===== src/rtl/hdmi_i2c_pkg.sv =====
// hdmi_i2c_pkg: shared types and constants for the HDMI I2C transfer arbiter.
//   state_t      - arbiter FSM states
//   xfer_t       - 24-bit transfer word {slave addr, sub addr, data}
//   ADV7513_ADDR - 8-bit write address of the ADV7513 HDMI transmitter
package hdmi_i2c_pkg;
    typedef enum logic [2:0] {IDLE, ISSUE, BUSY, WAIT_END, RESP} state_t;
    typedef logic [23:0] xfer_t;
    localparam logic [7:0] ADV7513_ADDR = 8'h72;
endpackage


===== src/rtl/i2c_arbiter_if.sv =====
// i2c_arbiter_if: requester and engine signals of the two-port I2C arbiter.
//   req[1:0], data0, data1   - per-port request level and transfer word
//   done[1:0], err[1:0]      - per-port completion pulse and failure flag
//   busy                     - arbiter owns the engine
//   eng_start, eng_data      - START and transfer word to the shared engine
//   eng_end, eng_ack         - engine END (low while running) and ACK (1 = NACK)
//   modport master: the arbiter; modport slave: requesters plus engine
interface i2c_arbiter_if;
    import hdmi_i2c_pkg::*;
    logic [1:0] req;
    xfer_t      data0;
    xfer_t      data1;
    logic [1:0] done;
    logic [1:0] err;
    logic       busy;
    logic       eng_start;
    xfer_t      eng_data;
    logic       eng_end;
    logic       eng_ack;
    modport master (
        input  req, data0, data1, eng_end, eng_ack,
        output done, err, busy, eng_start, eng_data
    );
    modport slave (
        output req, data0, data1, eng_end, eng_ack,
        input  done, err, busy, eng_start, eng_data
    );
endinterface


===== src/rtl/i2c_rr_arb2.sv =====
// i2c_rr_arb2: two-way round-robin grant with its priority pointer.
//   iCLK, iRST_N - clock, asynchronous active-low reset
//   req[1:0]     - request levels
//   take         - grant is accepted this cycle; pointer moves past the winner
//   gnt[1:0]     - one-hot combinational grant (zero when no request)
module i2c_rr_arb2 (
    input  logic       iCLK,
    input  logic       iRST_N,
    input  logic [1:0] req,
    input  logic       take,
    output logic [1:0] gnt
);
    // ptr = 1 gives port 1 priority on a conflict
    logic ptr;
    always_comb
        gnt = ptr ? (req[1] ? 2'b10 : {1'b0, req[0]})
                  : (req[0] ? 2'b01 : {req[1], 1'b0});
    always_ff @(posedge iCLK or negedge iRST_N)
        if (!iRST_N)
            ptr <= 1'b0;
        else if (take)
            ptr <= gnt[0];
endmodule


===== src/rtl/i2c_arbiter.sv =====
// i2c_arbiter: shares one I2C write engine between two requesters, with
// NACK retries and a per-phase timeout.
//   RETRIES      - re-attempts after NACK before reporting error (0..7)
//   TIMEOUT      - iCLK cycles allowed in ISSUE or BUSY before abort
//   iCLK, iRST_N - clock, asynchronous active-low reset
//   bus          - i2c_arbiter_if.master: requester and engine signals
module i2c_arbiter
    import hdmi_i2c_pkg::*;
#(
    parameter int RETRIES = 3,
    parameter int TIMEOUT = 1_000_000
) (
    input logic            iCLK,
    input logic            iRST_N,
    i2c_arbiter_if.master  bus
);
    localparam int TW = $clog2(TIMEOUT + 1);

    state_t        state, state_n;
    logic [1:0]    gnt;
    logic          take;
    logic          port;
    logic          nack;
    logic          expired;
    logic [2:0]    retry_cnt;
    logic [TW-1:0] tmo_cnt;
    xfer_t         eng_data_q;

    assign take    = (state == IDLE) && |bus.req;
    assign expired = tmo_cnt == TW'(TIMEOUT);

    i2c_rr_arb2 u_arb (
        .iCLK  (iCLK),
        .iRST_N(iRST_N),
        .req   (bus.req),
        .take  (take),
        .gnt   (gnt)
    );

    always_ff @(posedge iCLK or negedge iRST_N)
        if (!iRST_N)
            state <= IDLE;
        else
            state <= state_n;

    always_comb begin
        state_n = state;
        case (state)
            IDLE:     state_n = take ? ISSUE : IDLE;
            ISSUE:    state_n = expired ? RESP : (!bus.eng_end ? BUSY : ISSUE);
            BUSY:     state_n = expired ? RESP : (bus.eng_end ? WAIT_END : BUSY);
            WAIT_END: state_n = (nack && retry_cnt < 3'(RETRIES)) ? ISSUE : RESP;
            RESP:     state_n = IDLE;
            default:  state_n = IDLE;
        endcase
    end

    // nack doubles as the error status: engine NACK, or forced on timeout
    always_ff @(posedge iCLK or negedge iRST_N)
        if (!iRST_N) begin
            eng_data_q <= '0;
            port       <= 1'b0;
            nack       <= 1'b0;
            retry_cnt  <= '0;
            tmo_cnt    <= '0;
        end else begin
            if (take) begin
                eng_data_q <= gnt[1] ? bus.data1 : bus.data0;
                port       <= gnt[1];
                retry_cnt  <= '0;
            end
            if (state == WAIT_END && state_n == ISSUE)
                retry_cnt <= retry_cnt + 1'b1;
            if ((state == ISSUE || state == BUSY) && expired)
                nack <= 1'b1;
            else if (state == BUSY && bus.eng_end)
                nack <= bus.eng_ack;
            // restarts on every state entry, so each phase gets a full budget
            tmo_cnt <= (state_n != state || !(state == ISSUE || state == BUSY))
                       ? '0 : tmo_cnt + 1'b1;
        end

    always_comb begin
        bus.eng_start = state == ISSUE;
        bus.eng_data  = eng_data_q;
        bus.busy      = state != IDLE;
        bus.done      = (state == RESP) ? (port ? 2'b10 : 2'b01) : 2'b00;
        bus.err       = (state == RESP && nack) ? (port ? 2'b10 : 2'b01) : 2'b00;
    end
endmodule

===== src/flat_wrapper.sv =====
// flat-port wrapper written by rule: the top's interface ports become plain ports
module i2c_arbiter_flat import hdmi_i2c_pkg::*;
#(
    parameter int RETRIES = 3,
    parameter int TIMEOUT = 1_000_000
)
  (iCLK, iRST_N, bus_req, bus_data0, bus_data1, bus_eng_end, bus_eng_ack, bus_done, bus_err, bus_busy, bus_eng_start, bus_eng_data);
  i2c_arbiter_if bus_i ();
  input logic iCLK;
  input logic iRST_N;
  input wire logic [$bits(bus_i.req)-1:0] bus_req;
  input wire logic [$bits(bus_i.data0)-1:0] bus_data0;
  input wire logic [$bits(bus_i.data1)-1:0] bus_data1;
  input wire logic [$bits(bus_i.eng_end)-1:0] bus_eng_end;
  input wire logic [$bits(bus_i.eng_ack)-1:0] bus_eng_ack;
  output wire logic [$bits(bus_i.done)-1:0] bus_done;
  output wire logic [$bits(bus_i.err)-1:0] bus_err;
  output wire logic [$bits(bus_i.busy)-1:0] bus_busy;
  output wire logic [$bits(bus_i.eng_start)-1:0] bus_eng_start;
  output wire logic [$bits(bus_i.eng_data)-1:0] bus_eng_data;
  assign bus_i.req = bus_req;
  assign bus_i.data0 = bus_data0;
  assign bus_i.data1 = bus_data1;
  assign bus_i.eng_end = bus_eng_end;
  assign bus_i.eng_ack = bus_eng_ack;
  assign bus_done = bus_i.done;
  assign bus_err = bus_i.err;
  assign bus_busy = bus_i.busy;
  assign bus_eng_start = bus_i.eng_start;
  assign bus_eng_data = bus_i.eng_data;
  i2c_arbiter #(.RETRIES(RETRIES), .TIMEOUT(TIMEOUT)) u_core (.iCLK(iCLK), .iRST_N(iRST_N), .bus(bus_i));
endmodule

===== config.mk =====
export PLATFORM = sky130hd
export DESIGN_NAME = i2c_arbiter_flat
export DESIGN_NICKNAME = d
export VERILOG_FILES = /design/src/rtl/hdmi_i2c_pkg.sv /design/src/rtl/i2c_arbiter_if.sv /design/src/rtl/i2c_rr_arb2.sv /design/src/rtl/i2c_arbiter.sv /design/src/flat_wrapper.sv
export SDC_FILE = /design/constraint.sdc
export NUM_CORES = 1
export LEC_CHECK = 0
export BUFFER_PORTS_ARGS = -buffer_cell sky130_fd_sc_hd__buf_2
export CORE_MARGIN = 5
export CORE_UTILIZATION = 40
export CTS_BUF_LIST = sky130_fd_sc_hd__clkbuf_2
export DETAILED_ROUTE_END_ITERATION = 7
export PLACE_DENSITY = 0.77
export SYNTH_ARGS = -nofsm -noshare
export SYNTH_HDL_FRONTEND = slang
export SYNTH_SLANG_ARGS = --single-unit

===== constraint.sdc =====
create_clock -name iCLK -period 1.6 [get_ports iCLK]
set_input_delay 0.32 -clock iCLK [delete_from_list [all_inputs] [get_ports iCLK]]
set_output_delay 0.32 -clock iCLK [all_outputs]
set_load 0.1 [all_outputs]

==> metrics, run 1 <==
overall die height=91.6 um; syn nets=329; power share of the sequential group=23.6%; fin. max-slew vios=0; IO Pins=84; clock latency on the worst-skew pair=0.47 ns; site row count=29; RSZ-0062 raised after global routing=yes; Syn Area/Cell=9.80 um2; pwr/cell area=2000 nW/um2; Internal Power=3.87 mW; IO Port Bufs=83; Hold Vio Cnt, Final=0; initial antenna violation count=1; crit path DAT=1.80 ns; hold crit path type=in2reg; wire length per cell=17.4 um; cell area after layout=4270 um2; Worst Hold Launch=bus_data1[22]; post-synthesis sequential area ratio=49.8%; total CTS buffers=5; final hold slack=0.0938 ns; final net count=469; clock buffer depth=2; Clock Skews=0.0352 ns; die area=8400 um2; Synth Register Bits=53; worst path required time=1.28 ns; Synth top area share=49.8%; chip width=91.6 um; sw frac=54.7%; CTS tree=done; via count=2584; flop2flop setup slack=-0.32 ns; clk root buf=clkbuf_2; Placement Cell Area=3570 um2; pre-CTS setup slack=-0.0832 ns; initial core utilization=41.5%; fin crit period=2.12 ns; clock sink count=53; share of the cycle needed by the critical path after routing=133%; clock power share=8.3%; switching power=4.68 mW; CP max FO=3; final setup fails=56; DRC viols=0; Relative slew margins=75.6%; top post-synthesis cells by area=dfrtp_1, mux2i_1, o21ai_0, nand2_1, nor2_1; total wire length=8530 um; Core Box Area=6420 um2; 1st-iter DRT viols=88; Critical R2R Launch=u_core.state[0]; cell taking the most area after synthesis=dfrtp_1; Max Clk Rate=471 MHz; startpoint types=register; vias in the first global route=2570; CP Capture Type=output pin; Post-DRT Antenna Nets=0; synthesis-to-finish area growth=60.1%; GRT Overall Usage=18.1%; global route overflow=0; Pwr Total=8.55 mW; Clk pin slew, worst setup/hold paths=0.29 ns; via density per instance=5.26; Post-Synthesis Cells=272; ratio of cells with drive above 1 in the final layout=53.3%; Worst Tran Pin Value=0.362 ns; critical path class=reg2out; synthesized area=2670 um2; Max Cap Viol=0; Comb power frac=68.1%; H-tree depth=2; Ys Warns=0; first-pass GRT wire length=12300 um; Setup WS post-layout=-0.525 ns; LEAKAGE=2.05 nW; first drt pass iteration count=4; Worst VDD drop=1.54 mV; Distinct cells, synth=39; Fillers=475; routability cong.=0.781; dpl hpwl=4920 um; status=complete, but fails checks; failing checks=negative setup slack; crit path launch=u_core.state[0]; largest net degree at the start of global routing=54
worst paths after layout:
check | endpoint | depth (start not counted)
worst max-delay path | bus_err[1] | 4
worst min-delay path | u_core.bus.eng_data[22] | 3
worst max register to register | u_core.tmo_cnt[4] | 11
worst min register to register | u_core.tmo_cnt[0] | 1
max in group asynchronous | u_core.tmo_cnt[0] | 3
min in group asynchronous | u_core.retry_cnt[1] | 3
worst max-delay path, stage by stage (launching register included):
cell,delay [ns]
dfrtp_1,0.47
buf_6,0.15
nor4b_4,0.34
and2_4,0.21
buf_12,0.17
power groups by stage:
stage | clock [mW] | sequential [mW] | combinational (mW)
floorplan | 0 | 4.12 | 1.21
global placement | 0 | 1.95 | 4.26
detailed placement | 0 | 1.97 | 4.31
CTS | 0.725 | 1.97 | 5.11
global route | 0.773 | 2.06 | 6.05
finish | 0.711 | 2.01 | 5.83
layout by cell type (no fill, tap or decap), types with 3 or more instances in the layout:
master / instances
and3_1: 3
clkbuf_2: 6
o21ai_0: 6
xor2_1: 6
dfrtp_1: 51
xnor2_1: 7
buf_6: 11
nand4_1: 6
o21ai_1: 17
nor4_1: 3
buf_12: 9
o21ai_2: 7
a21oi_1: 4
nor2_1: 8
o31ai_1: 3
inv_1: 5
nand3_1: 6
nand2_2: 10
nand2_1: 25
a21oi_2: 5
mux2i_1: 26
buf_4: 68
nor2_2: 14
buf_2: 53
layer usage:
metal / share of wire [%] / global-route usage, % / vias to the layer above
met2: 55 / 32.0 / 62
met4: 3.1 / 8.54 / 0
met5: 0 / 0 / -
met3: 3.1 / 2.86 / 25
li1: - / - / 1243
met1: 38 / 21.4 / 1254
final cells by class:
type                       count  area (um2)  area share (%)
antenna                        1        2.50          0.0587
clock buffer                   6        30.0           0.704
clock inverter                 2        38.8           0.909
inverter                       7        33.8           0.792
multi-input combinational    198        1530            35.8
sequential                    53        1330            31.1
tap                           77        96.3            2.26
timing repair buffer         147        1210            28.4
state kept, by name, summed over array words and instances, names as in the netlist:
signal               flops
u_core.bus.eng_data     24
u_core.tmo_cnt          20
u_core.retry_cnt         3
u_core.state             3
u_core.nack              1
u_core.port              1
u_core.u_arb.ptr         1
stage by stage:
stage                     TNS, ns  instances  utilization (%)
after floorplan            -19.09        272                -
after global placement     -0.455        457             55.5
after detailed placement    -2.02        457             55.5
after CTS                   -3.51        482             62.2
after global routing       -13.58        491             66.4
final                      -11.43        491             66.4
cells by family (layout without fill, tap and decap cells):
group	count (synthesis)	in the layout	synth area share [%]
compound gates	46	46	9.25
xor+xnor	13	13	4.27
fa+ha+maj	3	3	1.41
buf+inv	21	162	3.76
flops	53	53	49.8
mux	27	27	10.2
other cells	0	1	0
simple gates	109	109	21.4
timing repair:
item | CTS | global route
hold buffers | 1 | 0
cloned | 4 | 3
pin swaps | 16 | 13
endpoints found under the hold margin | 53 | 0
endpoints found under the setup margin | 78 | 33
resized for setup | 67 | 65
buffers inserted | 12 | 9
cell usage after synthesis:
library cell and instances:
mux2_2 1, xor2_1 6, nand4_2 2, and2_1 4, nand4b_1 2, o2111ai_1 1
mux2i_1 26, or3_1 4, and4_2 2, ha_1 3, buf_2 7, a21oi_1 9
nor4_1 5, and4_1 2, nand2b_1 2, o21a_1 1, o211ai_1 1, clkbuf_8 1
inv_1 6, buf_1 1, clkinv_1 1, xnor2_1 7, dfrtp_1 53, or2_2 1
nand2_1 36, or4_1 3, o31ai_1 3, clkbuf_1 3, o21ai_1 1, nor4b_1 2
nor4bb_1 2, nor2_1 24, clkbuf_2 2, nor3_1 2, nand3_1 6, o21ai_0 30
and3_1 3, nand4_1 6, nand3b_1 1
No activity file was read; power rests on OpenSTA's default activity.
==> run 2: changes to the inputs <==
CELL_PAD_IN_SITES_DETAIL_PLACEMENT = 0   (was unset)
CELL_PAD_IN_SITES_GLOBAL_PLACEMENT = 1   (was unset)
CORE_UTILIZATION = 36   (was 40)
PLACE_DENSITY = 0.88   (was 0.77)
RECOVER_POWER = 50   (was unset)
SLEW_MARGIN = 10   (was unset)
==> metrics, run 2 (same netlist as run 1, synthesis figures left out) <==
status=complete, but fails checks; failing checks=negative setup slack; fin. max-slew vios=0 (unchanged); die area=9220 um2 (+9.9%); first-pass GRT wire length=11300 um (-8.2%); site row count=31 (+6.9%); initial core utilization=36.9% (-4.6 points); largest net degree at the start of global routing=54 (unchanged); Max Clk Rate=491 MHz (+4.3%); CTS tree=done; Placement Cell Area=3590 um2 (+0.77%); Worst Tran Pin Value=0.745 ns (+0.383 ns); Fillers=609 (+28%); pre-CTS setup slack=-0.0806 ns (+0.00263 ns); hold crit path type=in2reg; worst path required time=1.28 ns (about the same); fin crit period=2.04 ns (-0.0879 ns); total wire length=7900 um (-7.4%); RSZ-0062 raised after global routing=yes; clk root buf=clkbuf_2; DRC viols=0 (unchanged); Setup WS post-layout=-0.437 ns (+0.0879 ns); cell area after layout=4370 um2 (+2.3%); total CTS buffers=5 (unchanged); GRT Overall Usage=15.7% (-2.4 points); critical path class=reg2out; dpl hpwl=4890 um (-0.66%); CP cell instances=buf_4 -> or3_4 -> buf_6 -> buf_12; global route overflow=0 (unchanged); final net count=477 (+1.7%); final setup fails=53 (-5.4%); IO Port Bufs=83 (unchanged); CP max FO=2 (-1); Max stage delay on crit path=0.46 ns (about the same); setup_tns=-9.76 ns (+1.67 ns); via density per instance=4.90 (-7.0%); most frequent cells in the layout=buf_4, buf_2, dfrtp_1, nand2_1, mux2i_1; Ant. Diodes=0 (-1); Post-DRT Antenna Nets=0 (unchanged); Clock Skews=0.0254 ns (-0.00986 ns); chip width=96.0 um (+4.8%); pwr/cell area=1940 nW/um2 (-3.4%); wire length per cell=15.2 um (-13%); clock sink count=53 (unchanged); share of the cycle needed by the critical path after routing=127% (-5.5 points); Hold Vio Cnt, Final=0 (unchanged); synthesis-to-finish area growth=63.8%; most common cell after layout, fill and taps aside=buf_4; Core Box Area=7210 um2 (+12%); max reg flops=24 (unchanged); CP Capture Type=output pin; IO Pins=84 (unchanged); crit path DAT=1.72 ns (-0.08 ns); startpoint types=register; H-tree depth=2 (unchanged); routability cong.=0.866 (+11%); Clk pin slew, worst setup/hold paths=0.30 ns (about the same); LEAKAGE=2.08 nW (+1.5%); initial antenna violation count=0 (-1); first drt pass iteration count=4 (unchanged); ratio of cells with drive above 1 in the final layout=53.7% (+0.41 points); Worst VDD drop=1.26 mV (-18%); overall die height=96.0 um (+4.8%); clock buffer depth=2 (unchanged); via count=2546 (-1.5%); 1st-iter DRT viols=108 (+23%); clock latency on the worst-skew pair=0.46 ns (about the same); vias in the first global route=2429 (-5.5%); final hold slack=0.0964 ns (+0.00263 ns); Max Cap Viol=0 (unchanged); Relative slew margins=50.3% (-25 points); CP max stage cell=dfrtp_1; Core Util, Final=60.5% (-5.9 points)
==> run 2: metal layers <==
layer	GRT usage (%)	part of all wire, %
met4	4.74	0.82
met3	2.50	3.0
met1	20.0	42
met5	0	0
met2	27.0	55
==> run 2: critical path: cells and delay by family, from the launching register on <==
kind	cells	cell delay [ns]
buffers and inverters	3	0.44
DFF	1	0.46
and+or+nand+nor	1	0.37
==> run 2: worst paths after layout <==
path	from	to	slack (ns)	cells past startpoint
max reg2reg	u_core.state[2]	u_core.bus.eng_data[10]	-0.21	7
max	u_core.state[2]	bus_busy	-0.44	4
min	bus_data1[1]	u_core.bus.eng_data[1]	0.1	3
max in group asynchronous	iRST_N	u_core.tmo_cnt[0]	0.58	3
min in group asynchronous	iRST_N	u_core.retry_cnt[2]	0.51	3
min reg2reg	u_core.bus.eng_data[15]	u_core.bus.eng_data[15]	0.52	2
==> run 2: stage by stage <==
stage          cells  total power [mW]
4_1_cts          507              7.84
2_1_floorplan    272              5.33
5_1_grt          520              8.81
6_report         520              8.45
3_3_place_gp     479              6.19
3_5_place_dp     479              6.27
==> run 2: area by class of cell <==
| class | count | area [um2] | share of cell area, % |
|---|---|---|---|
| clock buffer | 5 | 25.0 | 0.573 |
| clock inverter | 3 | 21.3 | 0.487 |
| inverter | 7 | 31.3 | 0.717 |
| multi-input combinational | 198 | 1540 | 35.2 |
| sequential | 53 | 1330 | 30.4 |
| timing repair buffer | 155 | 1300 | 29.8 |
| tap | 99 | 124 | 2.84 |
==> run 2: what timing repair did <==
action	in CTS	in global routing
setup endpoints to repair	78	37
gates cloned	4	5
hold buffers	1	0
pin swaps	15	24
gates resized for setup	61	76
hold endpoints to repair	53	0
buffers inserted	15	12
==> run 2: power by group <==
group / leakage, nW / total [mW] / internal (mW) / switching, mW
registers: 0.689 / 1.99 / 1.72 / 0.269
logic: 1.36 / 5.89 / 1.96 / 3.93
clock network: 0.0294 / 0.576 / 0.111 / 0.465
==> run 3: changes to the inputs <==
CORE_UTILIZATION = 40   (was 36)
PLACE_DENSITY = 0.92   (was 0.88)
clock period = 2.6 ns   (was 1.6 ns; I/O delays follow)
==> metrics, run 3 (same netlist as run 1, synthesis figures left out) <==
Clock Skews=0.0174 ns (-0.00798 ns); power share of the sequential group=31.0% (+7.5 points); Fillers=622 (+2.1%); ratio of cells with drive above 1 in the final layout=27.6% (-26 points); Internal Power=1.51 mW (-60%); 1st-iter DRT viols=75 (-31%); status=complete, but fails checks; non-filler cells, final=429 (-18%); Max Cap Viol=1 (+1); largest net degree at the start of global routing=53 (-1.9%); RSZ-0062 raised after global routing=no; CP max stage cell=dfrtp_1; Ant. Diodes=0 (unchanged); initial core utilization=41.5% (+4.6 points); Max stage delay on crit path=0.46 ns (about the same); clock latency on the worst-skew pair=0.43 ns (-0.03 ns); total CTS buffers=5 (unchanged); Placement Cell Area=3170 um2 (-12%); most common cell after layout, fill and taps aside=buf_2; IO Pins=84 (unchanged); chip width=91.6 um (-4.6%); total wire length=5890 um (-25%); sw frac=61.8% (+6.6 points); cell area after layout=3200 um2 (-27%); Register Area=1330 um2 (about the same); pre-CTS setup slack=0.632 ns (+0.712 ns); worst path required time=2.08 ns (+0.80 ns); via density per instance=5.13 (+4.7%); via count=2200 (-14%); PostCTS Resize Cnt=0 (-100%); global route overflow=0 (unchanged); crit path DAT=1.86 ns (+0.14 ns); CP delay by family, top=buffers and inverters; routability cong.=0.791 (-8.7%); overall die height=91.6 um (-4.6%); first-pass GRT wire length=10200 um (-9.6%); share of the cycle needed by the critical path after routing=91.6%; clk root buf=clkbuf_2; CP max FO=8 (+6); clock power share=8.3% (+1.5 points); startpoint types=register; wire length per cell=13.7 um (-9.7%); site row count=29 (-6.5%); initial antenna violation count=0 (unchanged); Worst Tran Pin Value=1.67 ns (+0.921 ns); failing checks=max-capacitance violations, max-slew violations; H-tree depth=2 (unchanged); DRC viols=0 (unchanged); vias in the first global route=2242 (-7.7%); dpl hpwl=4450 um (-8.9%); Core Box Area=6420 um2 (-11%); critical path class=reg2out; GRT Overall Usage=14.7% (-0.98 points); CTS tree=done; hold crit path type=in2reg; flop2flop setup slack=0.65 ns (+0.86 ns); Relative slew margins=-11.1% (-61 points); fin crit period=2.38 ns; Worst VDD drop=0.863 mV (-31%); Setup Buffers After CTS=0 (-15); most frequent cells in the layout=buf_2, dfrtp_1, nand2_1, o21ai_0, mux2i_1; Comb power frac=60.7% (-8.9 points); max reg flops=24 (unchanged); area of the multi-input gates=1280 um2 (-16%); LEAKAGE=1.55 nW (-25%); first drt pass iteration count=4 (unchanged); final setup fails=0 (-100%); clock sink count=53 (unchanged); Max Clk Rate=420 MHz; pwr/cell area=1230 nW/um2 (-36%); IO Port Bufs=83 (unchanged); die area=8400 um2 (-9.0%); crit path buf inv count=2 (-1); switching power=2.44 mW (-48%); fin. max-slew vios=33 (+33); final net count=408 (-14%); Setup WS post-layout=0.217 ns (+0.654 ns); Inst Count DP=421 (-12%); CP cell instances=inv_2 -> nor4b_4 -> and2_4 -> buf_2; Clk pin slew, worst setup/hold paths=0.26 ns (-0.04 ns); final hold slack=0.347 ns (+0.251 ns); clock buffer depth=2 (unchanged); Post-DRT Antenna Nets=0 (unchanged); CP Capture Type=output pin; Post-CTS Hold Buffers=0 (-1); synthesis-to-finish area growth=20.0%; Hold Vio Cnt, Final=0 (unchanged)
-- run 3: final cells by class --
type / instances / area share, %
Timing Repair Buffer: 86 / 13.2
Tap cell: 77 / 3.01
Multi-Input combinational cell: 198 / 40.2
Clock inverter: 2 / 0.313
Inverter: 7 / 0.822
Sequential cell: 53 / 41.5
Clock buffer: 6 / 0.939
-- run 3: final timing paths --
check	startpoint	end	depth (start not counted)
worst max-delay path	u_core.state[2]	bus_err[1]	4
worst min-delay path	bus_data1[13]	u_core.bus.eng_data[13]	3
worst max register to register	u_core.state[0]	u_core.bus.eng_data[1]	4
worst min register to register	u_core.bus.eng_data[21]	u_core.bus.eng_data[21]	2
max in group asynchronous	iRST_N	u_core.bus.eng_data[1]	2
min in group asynchronous	iRST_N	u_core.tmo_cnt[13]	1
-- run 3: per-layer routing --
metal / vias to the layer above / wire (um) / GRT usage, %
met4: 0 / 83 / 5.15
met5: - / 0 / 0
li1: 1113 / - / -
met3: 7 / 224 / 2.86
met2: 41 / 2940 / 25.6
met1: 1039 / 2640 / 18.1
-- run 3: worst register-to-register path, stage by stage (launching register included) --
cell and delay, ns:
dfrtp_1 0.54, or3_1 0.45, or2_2 0.60, nand2_1 0.18, o21ai_0 0.09
-- run 3: metrics by stage --
| step | power (mW) | utilization, % | setup TNS (ns) |
|---|---|---|---|
| floorplan | 3.28 | - | -0.0369 |
| global placement | 3.65 | 49.4 | 0 |
| detailed placement | 3.68 | 49.4 | 0 |
| CTS | 4.00 | 50.0 | 0 |
| global route | 4.16 | 49.8 | 0 |
| finish | 3.94 | 49.8 | 0 |
-- run 3: power by group through the flow --
stage	Clock, mW	Combinational [mW]	Sequential [mW]
2_1_floorplan	0	0.745	2.53
3_3_place_gp	0	2.41	1.23
3_5_place_dp	0	2.44	1.24
4_1_cts	0.339	2.44	1.22
5_1_grt	0.368	2.53	1.26
6_report	0.327	2.39	1.22
